$ cat config.mk
export PLATFORM = sky130hd
export DESIGN_NAME = ir_issue_scheduler
export DESIGN_NICKNAME = d
export VERILOG_FILES = /design/src/rtl/drac_pkg.sv /design/src/rtl/ir_busy_scoreboard.sv /design/src/rtl/ir_issue_scheduler.sv
export SDC_FILE = /design/constraint.sdc
export NUM_CORES = 1
export LEC_CHECK = 0
export BUFFER_PORTS_ARGS = -buffer_cell sky130_fd_sc_hd__buf_4
export CORE_AREA = 2 2 81 83
export CTS_BUF_LIST = sky130_fd_sc_hd__clkbuf_4 sky130_fd_sc_hd__clkbuf_8
export CTS_CLUSTER_SIZE = 28
export DETAILED_ROUTE_END_ITERATION = 16
export DIE_AREA = 0 0 83 85
export PLACE_DENSITY = 0.88
export SLEW_MARGIN = 20
export SYNTH_ARGS = -nofsm -noshare
export SYNTH_HDL_FRONTEND = slang
export SYNTH_SLANG_ARGS = --single-unit
$ cat constraint.sdc
create_clock -name clk_i -period 4.1 [get_ports clk_i]
set_clock_uncertainty 0.1 [all_clocks]
set_input_delay 0 -clock clk_i [delete_from_list [all_inputs] [get_ports clk_i]]
set_output_delay 0 -clock clk_i [all_outputs]
set_load 0.03 [all_outputs]
$ cat src/rtl/drac_pkg.sv
// Shared types and constants for the IR-stage issue scheduler.
package drac_pkg;

  localparam int NUM_REGS        = 32;
  localparam int IR_MAX_INFLIGHT = 15;

  typedef enum logic [1:0] {
    IR_RUN     = 2'd0,
    IR_DRAIN   = 2'd1,
    IR_RECOVER = 2'd2
  } ir_sched_state_t;

  typedef enum logic [1:0] {
    UNIT_ALU = 2'd0,
    UNIT_MUL = 2'd1,
    UNIT_MEM = 2'd2,
    UNIT_BR  = 2'd3
  } unit_class_t;

  // Number of set bits in a two-lane vector.
  function automatic logic [1:0] popcount2(input logic [1:0] v);
    return {1'b0, v[0]} + {1'b0, v[1]};
  endfunction

endpackage

$ cat src/rtl/ir_busy_scoreboard.sv
// Per-register busy scoreboard: two set ports (issue), two clear ports
// (writeback), a global flush clear and six combinational lookups.
// Register x0 is hard-wired not busy. A set beats a clear of the same
// register in one cycle; clears become visible the following cycle.
module ir_busy_scoreboard
  import drac_pkg::*;
#(
  parameter int NREGS = NUM_REGS
) (
  input  logic            clk_i,
  input  logic            rstn_i,
  input  logic            flush_i,
  input  logic [1:0]      set_en_i,
  input  logic [1:0][4:0] set_rd_i,
  input  logic [1:0]      clr_en_i,
  input  logic [1:0][4:0] clr_rd_i,
  input  logic [5:0][4:0] lk_reg_i,
  output logic [5:0]      lk_busy_o,
  output logic            any_busy_o
);

  logic [NREGS-1:0] busy_q;
  logic [NREGS-1:0] busy_d;

  genvar gi;

  // Next-state per register: flush clears everything, otherwise set wins over clear.
  generate
    for (gi = 0; gi < NREGS; gi++) begin : g_reg
      if (gi == 0) begin : g_x0
        assign busy_d[gi] = 1'b0;
      end else begin : g_xn
        logic set_hit;
        logic clr_hit;
        assign set_hit = (set_en_i[0] && (set_rd_i[0] == 5'(gi))) ||
                         (set_en_i[1] && (set_rd_i[1] == 5'(gi)));
        assign clr_hit = (clr_en_i[0] && (clr_rd_i[0] == 5'(gi))) ||
                         (clr_en_i[1] && (clr_rd_i[1] == 5'(gi)));
        assign busy_d[gi] = ~flush_i & (set_hit | (busy_q[gi] & ~clr_hit));
      end
    end
  endgenerate

  // Lookups read the registered bits only, so there is no same-cycle bypass.
  generate
    for (gi = 0; gi < 6; gi++) begin : g_lookup
      assign lk_busy_o[gi] = busy_q[lk_reg_i[gi]];
    end
  endgenerate

  assign any_busy_o = |busy_q;

  // Busy bit storage.
  always_ff @(posedge clk_i or negedge rstn_i) begin
    if (!rstn_i) begin
      busy_q <= '0;
    end else begin
      busy_q <= busy_d;
    end
  end

endmodule

$ cat src/rtl/ir_issue_scheduler.sv
// IR-stage issue scheduler: decides each cycle whether the oldest one or two
// instruction-queue head entries are popped and issued.
// Build option: define IR_DUAL_ISSUE_EN for dual issue; without it only
// slot0 can issue and the slot1 hazard logic is not built.
module ir_issue_scheduler
  import drac_pkg::*;
#(
  parameter int IQ_ENTRIES   = 8,
  parameter int NUM_REGS     = drac_pkg::NUM_REGS,
  parameter int MAX_INFLIGHT = IR_MAX_INFLIGHT
) (
  input  logic                        clk_i,
  input  logic                        rstn_i,
  input  logic                        flush_i,
  input  logic [$clog2(IQ_ENTRIES):0] iq_count_i,
  input  logic [1:0]                  slot_valid_i,
  input  logic [1:0][4:0]             slot_rs1_i,
  input  logic [1:0][4:0]             slot_rs2_i,
  input  logic [1:0][4:0]             slot_rd_i,
  input  logic [1:0]                  slot_rd_we_i,
  input  logic [1:0][1:0]             slot_unit_i,
  input  logic [1:0]                  slot_serial_i,
  input  logic [1:0]                  exe_ready_i,
  input  logic [1:0]                  wb_valid_i,
  input  logic [1:0][4:0]             wb_rd_i,
  input  logic [1:0]                  retire_i,
  output logic [1:0]                  read_head_o,
  output logic [1:0]                  issue_o,
  output logic [1:0]                  state_o,
  output logic [3:0]                  inflight_o
);

  localparam int CW = $clog2(IQ_ENTRIES) + 1;

  localparam logic [1:0] ST_RUN     = IR_RUN;
  localparam logic [1:0] ST_DRAIN   = IR_DRAIN;
  localparam logic [1:0] ST_RECOVER = IR_RECOVER;

  localparam logic [3:0] INFL_MAX = 4'(MAX_INFLIGHT);

  logic [1:0]      state_q, state_d;
  logic [3:0]      inflight_q, inflight_d;
  logic [1:0]      issue;
  logic [1:0]      set_en;
  logic [5:0][4:0] lk_reg;
  logic [5:0]      lk_busy;
  logic            any_busy;
  logic            can_issue;
  logic            haz0;
  logic            serial_ok0;
  logic [4:0]      inc_sum;
  logic [1:0]      n_ret;
  logic            underflow;

  // Lookup order: slot0 rs1, rs2, rd, then slot1 rs1, rs2, rd.
  assign lk_reg = {slot_rd_i[1], slot_rs2_i[1], slot_rs1_i[1],
                   slot_rd_i[0], slot_rs2_i[0], slot_rs1_i[0]};

  ir_busy_scoreboard #(
    .NREGS (NUM_REGS)
  ) u_scoreboard (
    .clk_i      (clk_i),
    .rstn_i     (rstn_i),
    .flush_i    (flush_i),
    .set_en_i   (set_en),
    .set_rd_i   (slot_rd_i),
    .clr_en_i   (wb_valid_i),
    .clr_rd_i   (wb_rd_i),
    .lk_reg_i   (lk_reg),
    .lk_busy_o  (lk_busy),
    .any_busy_o (any_busy)
  );

  // Issue is only possible in RUN, outside reset and flush.
  assign can_issue  = rstn_i & ~flush_i & (state_q == ST_RUN);
  // WAW is only a hazard when the entry actually writes rd.
  assign haz0       = lk_busy[0] | lk_busy[1] | (slot_rd_we_i[0] & lk_busy[2]);
  assign serial_ok0 = ~slot_serial_i[0] | ((inflight_q == 4'd0) & ~any_busy);

  assign issue[0] = can_issue & (iq_count_i != '0) & slot_valid_i[0] & exe_ready_i[0] &
                    (inflight_q < INFL_MAX) & ~haz0 & serial_ok0;

`ifdef IR_DUAL_ISSUE_EN
  localparam logic [1:0]    U_MUL       = UNIT_MUL;
  localparam logic [1:0]    U_MEM       = UNIT_MEM;
  localparam logic [3:0]    INFL_MAX_M2 = 4'(MAX_INFLIGHT - 2);
  localparam logic [CW-1:0] CNT_TWO     = CW'(2);

  logic haz1;
  logic pair_dep;
  logic pair_struct;

  assign haz1        = lk_busy[3] | lk_busy[4] | (slot_rd_we_i[1] & lk_busy[5]);
  // slot1 must not consume or overwrite the register slot0 produces this cycle.
  assign pair_dep    = slot_rd_we_i[0] && (slot_rd_i[0] != 5'd0) &&
                       ((slot_rs1_i[1] == slot_rd_i[0]) || (slot_rs2_i[1] == slot_rd_i[0]) ||
                        (slot_rd_we_i[1] && (slot_rd_i[1] == slot_rd_i[0])));
  // Only one memory port and one multiplier in the backend.
  assign pair_struct = ((slot_unit_i[0] == U_MEM) && (slot_unit_i[1] == U_MEM)) ||
                       ((slot_unit_i[0] == U_MUL) && (slot_unit_i[1] == U_MUL));

  assign issue[1] = issue[0] & (iq_count_i >= CNT_TWO) & slot_valid_i[1] & exe_ready_i[1] &
                    (inflight_q <= INFL_MAX_M2) & ~haz1 & ~slot_serial_i[0] &
                    ~slot_serial_i[1] & ~pair_dep & ~pair_struct;
`else
  logic unused_slot1;
  assign unused_slot1 = ^{lk_busy[5:3], slot_valid_i[1], exe_ready_i[1],
                          slot_serial_i[1], slot_unit_i};
  assign issue[1] = 1'b0;
`endif

  genvar gi;
  generate
    for (gi = 0; gi < 2; gi++) begin : g_set
      assign set_en[gi] = issue[gi] & slot_rd_we_i[gi] & (slot_rd_i[gi] != 5'd0);
    end
  endgenerate

  // In-flight counter next value, clamped at zero on an over-retire.
  always_comb begin
    n_ret      = popcount2(retire_i);
    inc_sum    = {1'b0, inflight_q} + {3'b000, popcount2(issue)};
    underflow  = inc_sum < {3'b000, n_ret};
    inflight_d = inflight_q;
    if (flush_i) begin
      inflight_d = 4'd0;
    end else if (underflow) begin
      inflight_d = 4'd0;
    end else begin
      inflight_d = 4'(inc_sum - {3'b000, n_ret});
    end
  end

  // Scheduler FSM: drain before a serialising head, one recovery cycle after flush.
  always_comb begin
    state_d = state_q;
    if (flush_i) begin
      state_d = ST_RECOVER;
    end else begin
      case (state_q)
        ST_RUN: begin
          if (slot_valid_i[0] && slot_serial_i[0] && ((inflight_q != 4'd0) || any_busy)) begin
            state_d = ST_DRAIN;
          end
        end
        ST_DRAIN: begin
          if ((inflight_q == 4'd0) && !any_busy) begin
            state_d = ST_RUN;
          end
        end
        default: state_d = ST_RUN;
      endcase
    end
  end

  // State and in-flight registers.
  always_ff @(posedge clk_i or negedge rstn_i) begin
    if (!rstn_i) begin
      state_q    <= ST_RUN;
      inflight_q <= 4'd0;
    end else begin
      state_q    <= state_d;
      inflight_q <= inflight_d;
    end
  end

  retire_underflow_a : assert property (@(posedge clk_i) disable iff (!rstn_i)
                                        !(underflow && !flush_i));

  assign issue_o     = issue;
  assign read_head_o = issue;
  assign state_o     = state_q;
  assign inflight_o  = inflight_q;

endmodule

After elaboration in Yosys (flattened, before gate mapping)
Index checks and enable logic that the tools add are counted.
Storage, ports and cells
  flip-flop bits (word level): 37
  bits in latches: 0
  bits in writable memories: 0
  ROM bits: 0
  input bits: 63
  output and inout bits: 10
  word-level logic and storage cells: 398
  memories kept: 0
Operators by class
  add/sub/neg operators: 3
  multipliers: 0
  divide/modulo/power cells: 0
  order comparisons: 5
  equality and inequality tests: 96
  shift operators: 0
  muxes and demuxes: 12
  bitwise operators: 143
  reductions and logical operators: 136
Operators by type and width (number)
  5-bit == test (second input constant): 48
  5-bit by 4-bit == test with 1-bit output (second input constant): 24
  1-bit logical AND: 96
  1-bit AND: 74
  5-bit by 3-bit == test with 1-bit output (second input constant): 12
  1-bit NOT: 35
  1-bit bitwise OR: 34
  1-bit logical OR: 32
  31-bit OR reduction: 1
  5-bit by 2-bit == test with 1-bit output (second input constant): 6
  5-bit by 6-bit less-than comparator with 1-bit output (second input constant): 3
  1-bit binary-select mux with 5-bit select: 3
  5-bit by 1-bit == test with 1-bit output (second input constant): 3
  4-bit 2-to-1 mux: 2
  4-bit nonzero test: 2
  2-bit 2-to-1 mux: 3
  4-bit by 1-bit adder with 5-bit output: 1
  5-bit by 2-bit less-than comparator with 1-bit output: 1
  5-bit nonzero test: 1
  4-bit zero test: 1
  4-bit less-than comparator (second input constant): 1
  2-bit case mux with 2 select lines: 1
  4-bit by 2-bit subtractor with 4-bit output: 1
  1-bit 2-to-1 mux: 3
  7 further kinds: 7

Logic depth before layout (Yosys ltp)
Gate-level depths: netlist (run 1).
  depth after elaboration: 14
  gate-level depth with buffers: 15
  gate-level depth less buffers: 13

Cells and area by module
From an unflattened synthesis (run 1), not the netlist that was laid out.
Unflattened totals
  cell total of the unflattened synthesis: 503
  area total of the unflattened synthesis: 4500.6 µm²
Modules (own cells, without submodules)
  ir_busy_scoreboard: instances 1, cells an instance 446, area an instance 3988.8 µm², sequential area each 775.7 µm²
  ir_issue_scheduler: instances 1, cells an instance 57, area an instance 511.7 µm², sequential area each 150.1 µm²

Least setup slack after synthesis (run 1)
OpenSTA, ideal clock, no wires.
  path kind: flip-flop to flip-flop
  from: register u_scoreboard.busy_q[23]
  to: register inflight_q[3] (netlist: inflight_o[3])
  setup time: 0.118 ns
  arrival: 3.569 ns
  required time: 3.882 ns
  path slack: 0.313 ns
  cell stages (with the launch flop): 13
  buffers on the path: 1
  clock period less this slack: 3.787 ns
  path through: dfrtp_1 > mux4_2 > mux2_2 > a2111oi_4 > o211a_2 > buf_4 > and2_1 > ha_1 > ha_1 > ha_1 > a211oi_1 > a31o_2 > nor2_1
Between the ends
  word-level cells in the longest chain between the ends: 11
  elaborated cells on any way between the ends: 21
  those cells by class: add/sub (2); order compare (1); mux (8); bitwise (9); reduce/logical (1)
RTL lines
  from (decl): RTL line ir_busy_scoreboard.sv:22  | logic [NREGS-1:0] busy_q;
  from (signal assigned): RTL line ir_busy_scoreboard.sv:58  | busy_q <= busy_d;
  1-bit binary-select mux with 5-bit select: RTL line ir_busy_scoreboard.sv:47  | assign lk_busy_o[gi] = busy_q[lk_reg_i[gi]];
  1-bit 2-to-1 mux (not written as such): RTL line ir_busy_scoreboard.sv:47
  1-bit bitwise OR or 1-bit AND (tied branches): RTL line ir_issue_scheduler.sv:77  | assign haz0 = lk_busy[0] | lk_busy[1] | (slot_rd_we_i[0] & lk_busy[2]);
  1-bit bitwise OR: RTL line ir_issue_scheduler.sv:77
  1-bit NOT: RTL line ir_issue_scheduler.sv:81  | (inflight_q < INFL_MAX) & ~haz0 & serial_ok0;
  1-bit AND: RTL line ir_issue_scheduler.sv:81
  1-bit AND *: RTL line ir_issue_scheduler.sv:81
  net issue_o[0]: RTL line ir_issue_scheduler.sv:28  | output logic [1:0] issue_o,
  4-bit by 1-bit adder with 5-bit output *: RTL line ir_issue_scheduler.sv:122  | inc_sum = {1'b0, inflight_q} + {3'b000, popcount2(issue)};
  4-bit by 2-bit subtractor with 4-bit output or 5-bit by 2-bit less-than comparator with 1-bit output (tied branches): RTL line ir_issue_scheduler.sv:130, ir_issue_scheduler.sv:123
  4-bit 2-to-1 mux *: RTL line ir_issue_scheduler.sv:127  | end else if (underflow) begin
  4-bit 2-to-1 mux *: RTL line ir_issue_scheduler.sv:125  | if (flush_i) begin
  net inflight_d[3]: RTL line ir_issue_scheduler.sv:42  | logic [3:0] inflight_q, inflight_d;
  to (signal assigned): RTL line ir_issue_scheduler.sv:163  | inflight_q <= inflight_d;
  to (decl): RTL line ir_issue_scheduler.sv:42
Mark *: on every way through the listed nets, which the timed path passes. The rest lies on a longest branch. The select of a mux whose other input is x is not followed.
A chain may end at the register's enable or synchronous reset.

Final worst setup path (run 1)
  from: register u_scoreboard.busy_q[20]
  to: register inflight_q[2] (netlist: inflight_o[2])
Between the ends
  word-level cells in the longest chain between the ends: 11
  elaborated cells on any way between the ends: 21
  those cells by class: add/sub (2); order compare (1); mux (8); bitwise (9); reduce/logical (1)
RTL lines (RTL line)
  1-bit binary-select mux with 5-bit select: ir_busy_scoreboard.sv:47
  1-bit 2-to-1 mux (not written as such): ir_busy_scoreboard.sv:47
  1-bit bitwise OR or 1-bit AND (tied branches): ir_issue_scheduler.sv:77
  1-bit bitwise OR: ir_issue_scheduler.sv:77
  1-bit NOT: ir_issue_scheduler.sv:81
  1-bit AND: ir_issue_scheduler.sv:81
  1-bit AND *: ir_issue_scheduler.sv:81
  4-bit by 1-bit adder with 5-bit output *: ir_issue_scheduler.sv:122
  4-bit by 2-bit subtractor with 4-bit output or 5-bit by 2-bit less-than comparator with 1-bit output (tied branches): ir_issue_scheduler.sv:130, ir_issue_scheduler.sv:123
  4-bit 2-to-1 mux *: ir_issue_scheduler.sv:127
  4-bit 2-to-1 mux *: ir_issue_scheduler.sv:125
  net inflight_d[2]: ir_issue_scheduler.sv:42
Marked as above.

==> key figures, run 1 <==
Outcome
  • Run status: finished clean

Logic synthesis
  • Syn. warnings: 0
  • Commonest cells in the netlist: dfrtp_1, a41o_1, nand2b_1, a221oi_1, nor2_1
  • Largest cells by area after synthesis: dfrtp_1, mux4_2, a41o_1
  • Post-synth ARST share: 1.000
  • Mean Syn Cell Area: 9.738 sq um
  • Cells after synthesis: 336
  • Register bit total from synthesis: 37
  • Register area share after synthesis: 0.2830
  • Post-synth EDFFs: 0
  • Synth top area share: 0.2830
  • Post-synthesis instance area: 3272 sq um
  • Synth area leader: dfrtp_1
  • Netlist cell types: 48
  • Count leader, synth: dfrtp_1
  • Top_reg_cell synth: dfrtp_1

Timing
  • RSZ-0062 raised after global routing: false
  • Setup TNS: 0 ns
  • Tmin final: 3.759 ns
  • Max Fclk: 266.0 MHz
  • Count of final setup violators: 0
  • Slew margin rel.: 0.3009
  • Worst Max-Slew Pin Slew: 1.041 ns
  • Final Cycle Share: 0.9169
  • Count of final hold-check violations: 0
  • Final Max Slew Viols: 0

Clock network
  • Clock-pin slew of the registers on the worst-case setup and hold paths: 0.08 ns
  • Sinks on Clock Net: 37
  • CTS tree: yes
  • Hold_buf cts: 6
  • Post-cts sizing count: 0
  • Clk buf depth: 2
  • Number of CTS-inserted buffers: 5
  • Worst-Skew Late Latency: 0.29 ns
  • Postcts setup bufs: 0
  • H-tree depth: 2
  • Root buffer cell: clkbuf_8

Power and ir drop
  • Sw Ratio: 0.3478
  • Power, Total: 1.028 mW
  • Switch Pwr: 357.5 uW
  • Reg power frac: 0.395
  • Maximum vdd ir drop: 0.1755 mV
  • Clock network fraction of total power: 0.274
  • Pint: 670.3 uW
  • Pleak: 1.832 nW
  • Combinational power share: 0.331
  • Pwr Density: 272.5 nW/um^2

Detailed routing
  • Vias per inst: 7.444
  • Met3 WL: 1.232 mm
  • Uppermost layer routed: met4
  • Routed length per instance: 22.39 microns
  • WL final: 10.03 mm
  • Vias: 3335
  • DRC errors left: 0
  • M1 wire length: 4.106 mm
  • Antenna-violating nets left: 0
  • Met2 WL: 4.440 mm
  • Pre-antenna DRT Iters: 5
  • DR iter-0 viols: 396

Global route
  • Largest net degree at the start of global routing: 39
  • First-pass GRT wire length: 16.08 mm
  • Total gr overflow: 0
  • Vias in the first global route: 3138
  • Initial antenna violation count: 0
  • Total GRT Usage: 0.2840

Critical path
  • CP bufs+invs: 0
  • CP delay by family, top: compound AO/OA/AOI/OAI gates
  • Worst r2r path cells: 11
  • CP Class: reg2reg
  • Crit path max fanout: 5
  • FF-to-FF End: inflight_o[2]
  • Critical path launch point type: flip-flop
  • Worst Path Required: 4.18 ns
  • R2R Path Start: u_scoreboard.busy_q[20]
  • Crit end category: flip-flop
  • Crit-path slowest cell: mux4_2
  • CP most frequent cell: ha_1
  • CP peak stage delay: 0.48 ns
  • Crit path DAT: 3.84 ns
  • Crit-path cells: mux4_2, mux2_2, a2111oi_4, o211a_2, and2_1, ha_1, ha_1, ha_1, a211oi_1, a31o_2, nor2_1
  • Worst R2R Setup Slack: 0.34 ns

Placement
  • Cell count after placement: 434
  • Post-detail-place hpwl: 7.295 mm
  • PortBufs: 47
  • Placement Cell Area: 3610 sq um
  • Routability cong.: 0.9881

Final layout
  • # diodes: 0
  • Final core occ: 0.6078
  • Area grow syn2layout: 15.26%
  • Non-Filler Cell Area, Final: 3771 sq um
  • Layout cells sized above 1: 0.2183
  • Non-filler cells, final: 448
  • Fillers: 541
  • Final layout net count: 439

Floorplanning
  • I/O Pins: 73
  • Initial Util: 0.5273
  • Total core area: 6205 sq um
  • Die footprint: 7055 sq um
  • Die W: 83 microns
  • Row Count: 29
  • DIE HEIGHT: 85 microns

Worst hold path
  • Hold Path Class: in2reg
  • Hold path endpoint: u_scoreboard.busy_q[2]
  • Hold Path Depth: 3
  • Hold Startpoint: slot_rd_i[3]

Job
  • Max-Cap Viols: 0
[cell families (layout without fill, tap and decap cells)]
family,Yosys count,in the layout,synth area share
flops,37,37,0.2830
simple gates,129,129,0.2187
other cells,1,2,0.001146
xor+xnor,4,4,0.01071
mux,36,36,0.1709
buf+inv,38,72,0.05392
compound gates,85,85,0.2363
fa+ha+maj,6,6,0.02524
[worst max path at each step]
stage | startpoint | endpoint | slack, ns | cells past startpoint
floorplan | u_scoreboard.busy_q[23] | inflight_o[3] | 0.31 | 12
global placement | u_scoreboard.busy_q[23] | inflight_o[2] | 0.50 | 11
detailed placement | u_scoreboard.busy_q[23] | inflight_o[2] | 0.38 | 11
CTS | u_scoreboard.busy_q[23] | inflight_o[2] | 0.37 | 11
global route | u_scoreboard.busy_q[31] | inflight_o[1] | 0.18 | 11
finish | u_scoreboard.busy_q[20] | inflight_o[2] | 0.34 | 11
[stage by stage]
step	worst slack (ns)	hold slack (ns)
2_1_floorplan	0.3130	-0.3956
3_3_place_gp	0.4997	0.02873
3_5_place_dp	0.3830	0.03398
4_1_cts	0.3676	0.1045
5_1_grt	0.1763	0.1268
6_report	0.3406	0.1149
[placed cells by master (no fill, tap or decap), types with 2 or more instances in the layout]
cell type / instances
a2111oi_0: 2
a211oi_1: 2
a21oi_1: 3
a221oi_1: 24
a32o_1: 5
a41o_1: 31
and2_1: 2
and3_1: 3
buf_4: 50
clkbuf_8: 7
conb_1: 2
dfrtp_1: 37
dlygate4sd3_1: 6
ha_1: 5
inv_1: 8
mux2_1: 6
mux2_2: 3
mux2i_1: 12
mux4_2: 15
nand2_1: 13
nand2b_1: 30
nand3_1: 7
nand3b_1: 2
nor2_1: 24
nor2b_1: 12
nor3_1: 10
nor3b_1: 9
nor4_1: 11
o21ai_1: 2
o22ai_1: 2
o31ai_1: 4
xor2_1: 4
[worst register-to-register path: stages (launching register included)]
cell       delay (ns)
dfrtp_1          0.45
mux4_2           0.49
mux2_2           0.30
a2111oi_4        0.36
o211a_2          0.24
and2_1           0.22
ha_1             0.20
ha_1             0.27
ha_1             0.33
a211oi_1         0.38
a31o_2           0.26
nor2_1           0.06
[metal layers]
metal	vias up	track usage
met3	26	0.06615
met2	277	0.4304
met4	0	0.09091
li1	1414	-
met5	-	0
met1	1618	0.4063
[area by class of cell]
type | count | area [sq um] | area share
multi-input combinational | 262 | 2182 | 0.5786
sequential | 37 | 925.9 | 0.2455
timing repair buffer | 56 | 435.4 | 0.1155
clock buffer | 7 | 96.34 | 0.02555
tap | 77 | 96.34 | 0.02555
inverter | 8 | 30.03 | 0.007963
clock inverter | 1 | 5.005 | 0.001327
[power by group through the flow]
| stage | sequential [mW] | combinational [mW] | clock [mW] |
|---|---|---|---|
| after floorplan | 0.442 | 0.179 | 0 |
| after global placement | 0.412 | 0.314 | 0 |
| after detailed placement | 0.413 | 0.326 | 0 |
| after CTS | 0.406 | 0.334 | 0.283 |
| after global routing | 0.409 | 0.366 | 0.298 |
| final | 0.406 | 0.340 | 0.281 |
[sequential cells by signal (all words and copies together), names as in the netlist]
name / count
inflight_o: 4
state_o: 2
u_scoreboard.busy_q: 31
Note: power is estimated with default switching activity, not from simulation.
==> inputs of run 2 (changes only) <==
Settings changed: RECOVER_POWER set to 50.
==> run 2 against run 1 <==
  * Via count fell by 0.39%
  * The flow now finishes with violations (max-capacitance violations, max-slew violations)
  * Largest power group unchanged
  * Routed wire length is 0.20% lower
  * Maximum frequency is essentially flat
  * Worst setup slack better by 0.0033 ns
  * Worst hold slack is essentially flat
==> key figures, run 2 (synthesis gave the netlist of run 1 again) <==
Final layout
  • Most frequent cells in the layout: buf_4, dfrtp_1, a41o_1
  • Area grow syn2layout: 14.68%
  • Non-Filler Cell Area, Final: 3752 sq um (-0.50%)
  • Leading cell type in the layout, fill and taps excluded: buf_4
  • Non-filler cells, final: 448 (unchanged)
  • Biggest register: u_scoreboard.busy_q
  • # diodes: 0 (unchanged)
  • Fillers: 546 (+0.92%)
  • Final layout net count: 439 (unchanged)
  • Layout cells sized above 1: 0.2049 (-0.01348)
  • Largest register FFs: 31 (unchanged)

Worst hold path
  • Hold Startpoint: slot_rd_i[3]
  • Hold Path Class: in2reg

Detailed routing
  • Antenna-violating nets left: 0 (unchanged)
  • DR iter-0 viols: 396 (unchanged)
  • Vias per inst: 7.415 (-0.39%)
  • Pre-antenna DRT Iters: 5 (unchanged)
  • WL final: 10.01 mm (-0.20%)
  • Vias: 3322 (-0.39%)
  • Routed length per instance: 22.35 microns (-0.20%)
  • DRC errors left: 0 (unchanged)

Placement
  • Placement Cell Area: 3610 sq um (unchanged)
  • Cell count after placement: 434 (unchanged)
  • Routability cong.: 0.9881 (unchanged)
  • PortBufs: 47 (unchanged)
  • Post-detail-place hpwl: 7.295 mm (unchanged)
  • Post-placement setup slack: 0.3830 ns (unchanged)

Timing
  • Slew margin rel.: -0.3396 (-0.6405)
  • Worst setup margin: 0.3439 ns (+0.003287 ns)
  • Final Max Slew Viols: 38 (+38)
  • RSZ-0062 raised after global routing: false
  • Worst Max-Slew Pin Slew: 2.009 ns (+0.9687 ns)
  • Count of final hold-check violations: 0 (unchanged)
  • Setup TNS: 0 ns (unchanged)
  • Final Cycle Share: 0.9161 (about the same)
  • Tmin final: 3.756 ns (-0.003287 ns)
  • Count of final setup violators: 0 (unchanged)
  • Max Fclk: 266.2 MHz (about the same)

Global route
  • Total gr overflow: 0 (unchanged)
  • Initial antenna violation count: 0 (unchanged)
  • First-pass GRT wire length: 16.08 mm (unchanged)
  • Total GRT Usage: 0.2840 (unchanged)
  • Vias in the first global route: 3138 (unchanged)
  • Largest net degree at the start of global routing: 39 (unchanged)

Critical path
  • Crit path max fanout: 5 (unchanged)
  • Critical path launch point type: flip-flop
  • CP bufs+invs: 0 (unchanged)
  • Crit path launch: u_scoreboard.busy_q[20]
  • Crit path DAT: 3.84 ns (about the same)
  • R2R Path Start: u_scoreboard.busy_q[20]
  • Worst Path Required: 4.18 ns (about the same)
  • CP most frequent cell: ha_1
  • CP Class: reg2reg
  • Crit-path slowest cell: mux4_2
  • Crit end category: flip-flop
  • CP peak stage delay: 0.48 ns (about the same)
  • Crit-path cells: mux4_2, mux2_2, a2111oi_4, o211a_2, and2_1, ha_1, ha_1, ha_1, a211oi_1, a31o_2, nor2_1
  • CP delay by family, top: compound AO/OA/AOI/OAI gates

Clock network
  • CTS tree: yes
  • Clock-pin slew of the registers on the worst-case setup and hold paths: 0.07 ns (about the same)
  • Clk buf depth: 2 (unchanged)
  • Sinks on Clock Net: 37 (unchanged)
  • Root buffer cell: clkbuf_8
  • Number of CTS-inserted buffers: 5 (unchanged)
  • Postcts setup bufs: 0 (unchanged)
  • H-tree depth: 2 (unchanged)
  • Worst-Skew Late Latency: 0.29 ns (about the same)

Power and ir drop
  • Pwr Density: 271.9 nW/um^2 (-0.23%)
  • Pleak: 1.813 nW (-1.0%)
  • Maximum vdd ir drop: 0.1735 mV (-1.1%)

Floorplanning
  • Die footprint: 7055 sq um (unchanged)
  • Total core area: 6205 sq um (unchanged)
  • Initial Util: 0.5273 (unchanged)
  • Row Count: 29 (unchanged)
  • DIE HEIGHT: 85 microns (unchanged)
  • I/O Pins: 73 (unchanged)
  • Die W: 83 microns (unchanged)

Job
  • Max-Cap Viols: 1 (+1)

Outcome
  • Failing checks: max-capacitance violations, max-slew violations
  • Run status: finished with violations
-- run 2: changes by cell type in the layout (fill, tap and decap cells not counted), sizes merged --
cell and delta:
clkbuf +5, buf -5
-- run 2: power by group --
group	internal (mW)	leakage, nW	total [mW]	switching (mW)
logic	0.130	1.25	0.333	0.203
registers	0.382	0.512	0.406	0.0238
clock network	0.152	0.0542	0.281	0.129
-- run 2: area by class of cell --
cell class | instances | area, sq um | area share
multi-input combinational | 262 | 2182 | 0.5815
sequential | 37 | 925.9 | 0.2467
timing repair buffer | 56 | 416.7 | 0.1110
clock buffer | 7 | 96.34 | 0.02568
tap | 77 | 96.34 | 0.02568
inverter | 8 | 30.03 | 0.008003
clock inverter | 1 | 5.005 | 0.001334
-- run 2: layer usage --
| layer | vias up | track usage | routed length [microns] |
|---|---|---|---|
| li1 | 1412 | - | - |
| met1 | 1606 | 0.4063 | 3994 |
| met2 | 272 | 0.4304 | 4426 |
| met3 | 32 | 0.06615 | 1310 |
| met4 | 0 | 0.09091 | 280 |
| met5 | - | 0 | 0 |
-- run 2: path summary, 6_finish.rpt --
check | to | slack (ns) | depth (start not counted)
max in group asynchronous | u_scoreboard.busy_q[4] | 1.75 | 3
setup / recovery | inflight_o[2] | 0.34 | 11
hold reg to reg | state_o[0] | 0.45 | 2
hold / removal | u_scoreboard.busy_q[2] | 0.11 | 3
min in group asynchronous | u_scoreboard.busy_q[25] | 0.99 | 3
setup reg to reg | inflight_o[2] | 0.34 | 11
-- run 2: tightest hold or removal path, delay by kind of cell --
family,cells,cell delay [ns]
AO/OA/AOI/OAI,1,0.23
AND/OR/NAND/NOR,1,0.09
buffers and inverters,1,0.14
-- run 2: timing repair --
item / 4_1_cts / 5_1_grt
hold buffers: 6 / 0
gates resized for setup: 0 / 0
endpoints found under the hold margin: 40 / 0
-- run 2: metrics by stage --
stage / power [mW] / utilization / hold WS, ns
2_1_floorplan: 0.6209 / - / -0.3956
4_1_cts: 1.023 / 0.6078 / 0.1045
3_3_place_gp: 0.7260 / 0.5810 / 0.02873
5_1_grt: 1.067 / 0.6048 / 0.1268
3_5_place_dp: 0.7390 / 0.5818 / 0.03398
6_report: 1.020 / 0.6048 / 0.1148
==> inputs of run 3 (changes only) <==
Settings changed: GPL_TIMING_DRIVEN set to 0.
==> run 3 against run 2 <==
  * The run now ends clean
  * Routed wire length increased by 6.9%
  * Via count increased by 3.3%
  * Count of clock-buffer cells in the layout decreased by 1
  * Highest routed layer unchanged
  * Utilization increased by 1.7 points
  * Total power increased by 7.4%
  * Register-to-register slack got worse by 0.15 ns
  * Flip-flop and latch count unchanged
  * Clock power increased by 21%
  * Largest power group unchanged
  * Critical path type unchanged
  * Combinational power increased by 5%
==> key figures, run 3 (synthesis gave the netlist of run 1 again) <==
Outcome
  • Run status: finished clean

Critical path
  • CP peak stage delay: 0.48 ns (about the same)
  • Worst r2r path cells: 12 (+1)
  • Worst R2R Setup Slack: 0.20 ns (-0.15 ns)
  • Crit end category: flip-flop
  • R2R Path Start: u_scoreboard.busy_q[30]
  • Crit path DAT: 4.00 ns (+0.16 ns)
  • CP most frequent cell: ha_1
  • Critical path launch point type: flip-flop
  • Crit path max fanout: 10 (+5)
  • Worst Path Required: 4.20 ns (+0.02 ns)
  • CP Class: reg2reg
  • Crit-path cells: mux4_2, mux2_2, a2111oi_4, o211a_2, buf_4, and2_1, ha_1, ha_1, ha_1, a211oi_2, a31o_2, nor2_1
  • Crit-path slowest cell: mux4_2
  • FF-to-FF End: inflight_o[3]

Clock network
  • Clk buf depth: 2 (unchanged)
  • H-tree depth: 2 (unchanged)
  • Root buffer cell: clkbuf_8
  • Clock-pin slew of the registers on the worst-case setup and hold paths: 0.08 ns (about the same)
  • Sinks on Clock Net: 37 (unchanged)
  • Postcts setup bufs: 0 (unchanged)
  • Number of CTS-inserted buffers: 5 (unchanged)
  • Worst-Skew Late Latency: 0.30 ns (about the same)
  • CTS tree: yes

Final layout
  • Leading cell type in the layout, fill and taps excluded: buf_4
  • Area grow syn2layout: 17.86%
  • Final layout net count: 457 (+4.1%)
  • Most frequent cells in the layout: buf_4, dfrtp_1, a41o_1
  • Fillers: 518 (-5.1%)
  • Layout cells sized above 1: 0.2159 (+0.01109)
  • Biggest register: u_scoreboard.busy_q
  • Largest register FFs: 31 (unchanged)
  • # diodes: 0 (unchanged)
  • Non-filler cells, final: 466 (+4.0%)

Detailed routing
  • Vias per inst: 7.361 (-0.74%)
  • Vias: 3430 (+3.3%)
  • Routed length per instance: 22.97 microns (+2.8%)
  • Pre-antenna DRT Iters: 5 (unchanged)
  • DR iter-0 viols: 401 (+1.3%)
  • DRC errors left: 0 (unchanged)
  • Antenna-violating nets left: 0 (unchanged)
  • WL final: 10.71 mm (+6.9%)

Worst hold path
  • Hold path endpoint: u_scoreboard.busy_q[5]
  • Hold Path Depth: 3 (unchanged)
  • Hold Path Class: in2reg
  • Hold Startpoint: slot_rs2_i[4]

Timing
  • Worst Max-Slew Pin Slew: 0.7557 ns (-1.254 ns)
  • RSZ-0062 raised after global routing: false
  • Setup TNS: 0 ns (unchanged)
  • Final Cycle Share: 0.9516 (+0.03545)
  • Count of final setup violators: 0 (unchanged)
  • Final Max Slew Viols: 0 (-100%)
  • Tmin final: 3.901 ns (+0.1454 ns)
  • Count of final hold-check violations: 0 (unchanged)
  • Max Fclk: 256.3 MHz (-3.7%)
  • Slew margin rel.: 0.4943 (+0.8339)

Power and ir drop
  • Combinational power share: 0.318 (-0.009)
  • Pint: 717.2 uW (+8.0%)
  • Clock network fraction of total power: 0.311 (+0.036)
  • Reg power frac: 0.371 (-0.027)
  • Power, Total: 1.096 mW (+7.4%)
  • Maximum vdd ir drop: 0.1903 mV (+9.7%)
  • Switch Pwr: 378.3 uW (+6.3%)
  • Pleak: 1.858 nW (+2.5%)
  • Sw Ratio: 0.3453 (-0.003496)
  • Pwr Density: 284.1 nW/um^2 (+4.5%)

Global route
  • Largest net degree at the start of global routing: 39 (unchanged)
  • Total gr overflow: 0 (unchanged)
  • First-pass GRT wire length: 17.13 mm (+6.5%)
  • Initial antenna violation count: 0 (unchanged)
  • Total GRT Usage: 0.3020 (+0.01806)
  • Vias in the first global route: 3329 (+6.1%)

Placement
  • Routability cong.: 1.008 (+2.0%)
  • Post-detail-place hpwl: 7.716 mm (+5.8%)
  • Cell count after placement: 453 (+4.4%)
  • PortBufs: 39 (-17%)

Floorplanning
  • Die W: 83 microns (unchanged)
  • Die footprint: 7055 sq um (unchanged)
  • DIE HEIGHT: 85 microns (unchanged)
  • Total core area: 6205 sq um (unchanged)
  • Initial Util: 0.5273 (unchanged)
  • I/O Pins: 73 (unchanged)
  • Row Count: 29 (unchanged)

Job
  • Max-Cap Viols: 0 (-1)
run 3: how the worst max path moves through the flow:
stage | depth (start not counted) | end | from
detailed placement | 13 | inflight_o[3] | u_scoreboard.busy_q[8]
CTS | 13 | inflight_o[3] | u_scoreboard.busy_q[10]
global placement | 13 | inflight_o[2] | u_scoreboard.busy_q[10]
global route | 12 | inflight_o[3] | u_scoreboard.busy_q[31]
finish | 12 | inflight_o[3] | u_scoreboard.busy_q[30]
floorplan | 12 | inflight_o[3] | u_scoreboard.busy_q[23]
run 3: metal layers:
| metal | up-vias | share of wire | global-route usage |
|---|---|---|---|
| met5 | - | 0 | 0 |
| met4 | 0 | 0.028 | 0.1103 |
| met3 | 42 | 0.12 | 0.05837 |
| met2 | 268 | 0.46 | 0.4707 |
| met1 | 1667 | 0.39 | 0.4232 |
| li1 | 1453 | - | - |
run 3: timing repair:
item,in CTS,in global routing
setup endpoints to repair,0,4
gates resized for setup,0,7
hold endpoints to repair,39,0
hold buffers,5,0
run 3: metrics by stage:
step | worst slack [ns] | hold slack, ns | instance area, sq um | utilization
after CTS | 0.04955 | 0.1152 | 3835 | 0.6181
after global routing | 0.04600 | 0.04676 | 3856 | 0.6215
after floorplan | 0.3130 | -0.3956 | 3276 | -
after global placement | 0.1954 | -0.1109 | 3665 | 0.5906
after detailed placement | 0.05607 | -0.1043 | 3665 | 0.5906
final | 0.1985 | 0.03781 | 3856 | 0.6215
run 3: critical path, delay by kind of cell (launching register included):
kind,cells,cell delay [ns]
compound gates,4,1.18
fa+ha+maj,3,0.81
buf+inv,1,0.20
flops,1,0.47
mux,2,0.79
simple gates,2,0.26
run 3: area by class of cell:
type | count | area, sq um | share of cell area
plain buffers | 30 | 147.6 | 0.03829
well taps | 77 | 96.34 | 0.02498
clock inverters | 2 | 37.54 | 0.009734
multi-input cells | 262 | 2198 | 0.5701
inverters | 8 | 30.03 | 0.007787
flip-flops and latches | 37 | 925.9 | 0.2401
repair buffers | 44 | 337.8 | 0.08761
clock buffers | 6 | 82.58 | 0.02141
run 3: power groups by stage:
stage	clock network, mW	registers (mW)	logic [mW]
finish	0.340	0.407	0.349
global route	0.349	0.409	0.378
CTS	0.340	0.407	0.335
detailed placement	0	0.414	0.328
global placement	0	0.412	0.317
floorplan	0	0.442	0.179
